File: src/rtl/muldiv_unit.sv
// Iterative MIPS multiply/divide unit holding the architectural HI/LO registers.
// Runs MULT/MULTU (shift-add) and DIV/DIVU (restoring) in WIDTH+1 cycles; also services MTHI/MTLO.
module muldiv_unit #(
    parameter int WIDTH = 32
) (
    input  logic             clk,
    input  logic             rst_n,
    input  logic             start,
    input  logic [1:0]       op,
    input  logic [WIDTH-1:0] opA,
    input  logic [WIDTH-1:0] opB,
    input  logic             hi_we,
    input  logic             lo_we,
    input  logic [WIDTH-1:0] wdata,
    output logic             busy,
    output logic             done,
    output logic             div_by_zero,
    output logic [WIDTH-1:0] hi,
    output logic [WIDTH-1:0] lo
);

    localparam int CW = (WIDTH > 1) ? $clog2(WIDTH) : 1;
    localparam logic [CW-1:0] LAST = CW'(WIDTH - 1);

    typedef enum logic [1:0] {
        IDLE,
        CALC,
        SIGN
    } state_t;

    state_t state, state_next;

    logic [CW-1:0]    count;
    logic             is_div;
    logic             dz;
    logic             neg_main;
    logic             neg_rem;
    logic [WIDTH-1:0] raw_a;
    logic [WIDTH-1:0] op_b;
    logic [WIDTH-1:0] acc_hi;
    logic [WIDTH-1:0] acc_lo;

    logic             a_neg;
    logic             b_neg;
    logic [WIDTH-1:0] a_mag;
    logic [WIDTH-1:0] b_mag;
    logic [WIDTH:0]   mul_sum;
    logic [WIDTH:0]   div_shift;
    logic [WIDTH+1:0] div_diff;
    logic             div_fits;
    logic [2*WIDTH-1:0] product;
    logic [2*WIDTH-1:0] product_fix;
    logic [WIDTH-1:0] quot_fix;
    logic [WIDTH-1:0] rem_fix;

    assign busy = (state != IDLE);

    always_ff @(posedge clk or negedge rst_n) begin
        if (!rst_n) begin
            state <= IDLE;
        end else begin
            state <= state_next;
        end
    end

    always_comb begin
        state_next = state;
        unique case (state)
            IDLE: if (start) state_next = CALC;
            CALC: if (count == LAST) state_next = SIGN;
            SIGN: state_next = IDLE;
            default: state_next = IDLE;
        endcase
    end

    // Both algorithms run on magnitudes; signs are restored in SIGN.
    always_comb begin
        a_neg       = op[0] & opA[WIDTH-1];
        b_neg       = op[0] & opB[WIDTH-1];
        a_mag       = a_neg ? -opA : opA;
        b_mag       = b_neg ? -opB : opB;
        mul_sum     = {1'b0, acc_hi} + (acc_lo[0] ? {1'b0, op_b} : {(WIDTH+1){1'b0}});
        div_shift   = {acc_hi, acc_lo[WIDTH-1]};
        div_diff    = {1'b0, div_shift} - {2'b00, op_b};
        // No borrow leaves the difference below the divisor, so its top two bits are zero.
        div_fits    = (div_diff[WIDTH+1:WIDTH] == 2'b00);
        product     = {acc_hi, acc_lo};
        product_fix = neg_main ? -product : product;
        quot_fix    = neg_main ? -acc_lo : acc_lo;
        rem_fix     = neg_rem ? -acc_hi : acc_hi;
    end

    always_ff @(posedge clk or negedge rst_n) begin
        if (!rst_n) begin
            count       <= '0;
            is_div      <= 1'b0;
            dz          <= 1'b0;
            neg_main    <= 1'b0;
            neg_rem     <= 1'b0;
            raw_a       <= '0;
            op_b        <= '0;
            acc_hi      <= '0;
            acc_lo      <= '0;
            hi          <= '0;
            lo          <= '0;
            done        <= 1'b0;
            div_by_zero <= 1'b0;
        end else begin
            done        <= 1'b0;
            div_by_zero <= 1'b0;
            unique case (state)
                IDLE: begin
                    if (start) begin
                        count    <= '0;
                        is_div   <= op[1];
                        dz       <= op[1] & (opB == '0);
                        neg_main <= a_neg ^ b_neg;
                        neg_rem  <= a_neg;
                        raw_a    <= opA;
                        op_b     <= b_mag;
                        acc_hi   <= '0;
                        acc_lo   <= a_mag;
                    end else begin
                        if (hi_we) hi <= wdata;
                        if (lo_we) lo <= wdata;
                    end
                end
                CALC: begin
                    count <= count + CW'(1);
                    if (is_div) begin
                        if (div_fits) begin
                            {acc_hi, acc_lo} <= {div_diff[WIDTH-1:0], acc_lo[WIDTH-2:0], 1'b1};
                        end else begin
                            {acc_hi, acc_lo} <= {div_shift[WIDTH-1:0], acc_lo[WIDTH-2:0], 1'b0};
                        end
                    end else begin
                        {acc_hi, acc_lo} <= {mul_sum, acc_lo[WIDTH-1:1]};
                    end
                end
                SIGN: begin
                    done        <= 1'b1;
                    div_by_zero <= dz;
                    if (is_div) begin
                        if (dz) begin
                            lo <= '1;
                            hi <= raw_a;
                        end else begin
                            lo <= quot_fix;
                            hi <= rem_fix;
                        end
                    end else begin
                        {hi, lo} <= product_fix;
                    end
                end
                default: ;
            endcase
        end
    end

endmodule

File: config.mk
export PLATFORM = sky130hd
export DESIGN_NAME = muldiv_unit
export DESIGN_NICKNAME = d
export VERILOG_FILES = /design/src/rtl/muldiv_unit.sv
export SDC_FILE = /design/constraint.sdc
export NUM_CORES = 1
export LEC_CHECK = 0
export ABC_AREA = 1
export CORE_ASPECT_RATIO = 1.75
export CORE_UTILIZATION = 40
export CTS_CLUSTER_SIZE = 25
export DETAILED_ROUTE_END_ITERATION = 10
export REMOVE_ABC_BUFFERS = 1
export SETUP_SLACK_MARGIN = 0.1
export SYNTH_ARGS = -nofsm -noshare
export SYNTH_HDL_FRONTEND = slang
export SYNTH_SLANG_ARGS = --single-unit
File: constraint.sdc
create_clock -name clk -period 5.85 [get_ports clk]
set_input_delay 1.755 -clock clk [delete_from_list [all_inputs] [get_ports clk]]
set_output_delay 1.755 -clock clk [all_outputs]
set_load 0.01 [all_outputs]
==> out/qor.txt <==
outcome - completed
CP Launch Type - flop
Final Slew Violations - 0
CTS buffer count - 25
# rows - 106
Post-DP Area - 21,800 um^2
Seq cells post-synth - 205
Tmin final - 4.02 ns
TritonCTS clock tree - yes
die area - 49,800 um^2
largest net degree at the start of global routing - 125
sequential-to-total area share from yosys stat - 26.2%
final setup vio count - 0
Worst Path Arrival - 4.47 ns
Ant. Diodes - 0
gr ovfl total - 0
Hold Path Class - reg2reg
CTS Buffer Depth - 3
Max-cap violations - 0
I/O pins - 170
Die W - 169 um
Async SR Flop Fraction - 100%
Die Height - 295 um
initial antenna violation count - 1
Root Buffer - clkbuf_16
Core Area - 48,000 um^2
gr usage total - 36.1%
Post-synth EDFFs - 0
critical path class - reg2reg
Achievable Freq - 249 MHz
final WL - 88,900 um
Worst-path clk slew - 0.07 ns
CTS Hold Bufs - 0
leakage power - 11.5 nW
vias - 22,400
synthesized area per cell - 5.87 um^2
clock latency on the worst-skew pair - 0.58 ns
skew final - 0.0258 ns
worst setup margin - 1.83 ns
antenna-violating nets left - 0
Vias/cell - 5.47
HPWL Detailed - 69,200 um
Tot Pwr - 15.5 mW
VDD IR-drop max - 288 uV
Final Hold Fails - 0
Final period util - 68.7%
Final Cell Area - 22,600 um^2
Yosys cell types - 54
DR iter-0 viols - 1,770
Worst Path Required - 6.30 ns
vias in the first global route - 22,500
Mapped Cells - 3,329
fin nets - 3,603
Worst slew margin - 30.8%
CTS H-tree depth - 1
cell area after synthesis - 19,600 um^2
Final Hold Slack - 0.481 ns
Final Wtd Congestion - 1.01
first-pass GRT wire length - 133,000 um
P&R area growth vs syn - 15.7%
worst slack at placement - 1.45 ns
Initial Util - 40.7%
port buffer count - 169
final std cells w/o fill - 4,094
placed cells - 4,049
Wirelength per Cell - 21.7 um
Power Density - 685 nW/um^2
Worst Max-Slew Pin Slew - 1.03 ns
Yosys warning total - 0
CP max FO - 31
postcts setup bufs - 0
CTS sink count - 205
Worst Setup End Kind - flop
Primary FF master, synth - dfrtp_1
unrepaired setup endpoints after global routing - false
CTS resizes - 0
DRC violation count after routing - 0
ratio of cells with drive above 1 in the final layout - 4.12%
drt pass-1 iters - 10
[cells by family (layout without fill, tap and decap cells)]
| family | count (synthesis) | in the layout | share of synthesized area, % |
|---|---|---|---|
| adders and majority gates | 72 | 72 | 4.68 |
| xor gates and xnor gates | 55 | 55 | 2.46 |
| buffers and inverters | 574 | 691 | 11.5 |
| DFF | 205 | 205 | 26.2 |
| AOI/OAI and AO/OA | 573 | 573 | 15.6 |
| and+or+nand+nor | 1850 | 1850 | 39.5 |
[cell type report]
cell class,instances,area (um^2)
Clock inverter,18,201
Tap cell,648,811
Fill cell,5199,25400
Inverter,450,1690
Clock buffer,27,653
Timing Repair Buffer,196,1910
Sequential cell,205,5130
Multi-Input combinational cell,2550,12200
[worst max-delay path: stages (launching register included)]
cell	delay [ns]
dfrtp_1	0.50
inv_1	0.40
ha_1	0.24
inv_1	0.10
fa_1	0.45
nand3_1	0.12
nand3_2	0.12
nand2_1	0.10
nand2_2	0.12
nand2_2	0.09
nand2_2	0.09
nand2_1	0.11
nand3_1	0.12
nand2_4	0.36
nand2_4	0.37
nand2_1	0.15
nand3_1	0.20
nand2_1	0.13
nand2_1	0.05
[power by group]
| part | switching (mW) | internal, mW | total (mW) |
|---|---|---|---|
| Sequential | 0.887 | 2.15 | 3.03 |
| Combinational | 7.28 | 3.49 | 10.8 |
| Clock | 0.748 | 0.952 | 1.70 |
| Total | 8.92 | 6.58 | 15.5 |
[per-stage QoR]
stage               utilization, %  TNS [ns]
detailed placement            45.3         0
floorplan                        -    -76.60
finish                        47.1         0
global route                  47.1         0
global placement              45.3         0
CTS                           47.1         0
[registers in the layout, summed over array words and instances, names as in the netlist]
register     count
raw_a           32
op_b            32
is_div           1
dz               1
acc_lo          32
done             1
lo              32
acc_hi          32
hi              32
neg_rem          1
count            5
div_by_zero      1
state            2
neg_main         1
[Yosys cell counts (all sizes together) (2+ instances only)]
cell type / count / area (um^2)
xnor2: 4 / 35.0
a21oi: 227 / 1140
dfrtp: 205 / 5130
buf: 45 / 256
o211ai: 9 / 67.6
a22oi: 6 / 45.0
fa: 2 / 40.0
a21o: 6 / 45.0
nor2: 347 / 1340
and3: 2 / 12.5
o31ai: 3 / 22.5
nor3: 39 / 225
clkinv: 5 / 21.3
nand4: 41 / 257
clkbuf: 79 / 297
o21a: 15 / 113
a32oi: 2 / 17.5
nand3b: 7 / 52.6
xor2: 51 / 447
o22ai: 4 / 25.0
a22o: 2 / 17.5
nand2: 1071 / 4080
a21boi: 4 / 30.0
and2: 6 / 37.5
inv: 445 / 1670
o21bai: 6 / 45.0
a31oi: 12 / 75.1
o21ai: 271 / 1360
nor3b: 2 / 15.0
or2: 10 / 62.6
ha: 70 / 876
nand3: 325 / 1650
[worst paths after layout]
check | startpoint | endpoint | slack [ns] | cells after the start
min in group asynchronous | rst_n | op_b[2] | 1.15 | 1
max | acc_lo[31] | acc_hi[21] | 1.83 | 18
min reg2reg | lo[16] | lo[16] | 0.48 | 2
min | lo[16] | lo[16] | 0.48 | 2
max in group asynchronous | rst_n | hi[13] | 3.49 | 2
max reg2reg | acc_lo[31] | acc_hi[21] | 1.83 | 18
[cells in the final DEF, fill, tap and decap left out, drive strengths merged, types with 6 or more instances in the layout]
cell              n
dfrtp           205
clkbuf           27
nand4            41
inv             451
clkinv           11
nand3           325
ha               70
o211ai            9
o21bai            6
nor3             39
a31oi            12
nor2            347
clkdlybuf4s50   168
and2              6
o21a             15
a22oi             6
o21ai           271
a21oi           227
xor2             51
nand2          1071
a21o              6
buf              28
or2              10
nand3b            7
[layer usage]
metal	routed length [um]	vias to the layer above	global-route usage [%]	share of wire, %
met5	0	-	0	0
met4	9160	0	32.5	10
met3	3980	292	3.57	4.5
met2	46700	805	67.9	53
met1	29100	10400	34.1	33
li1	-	10900	-	-
(Power assumes the default switching activity.)
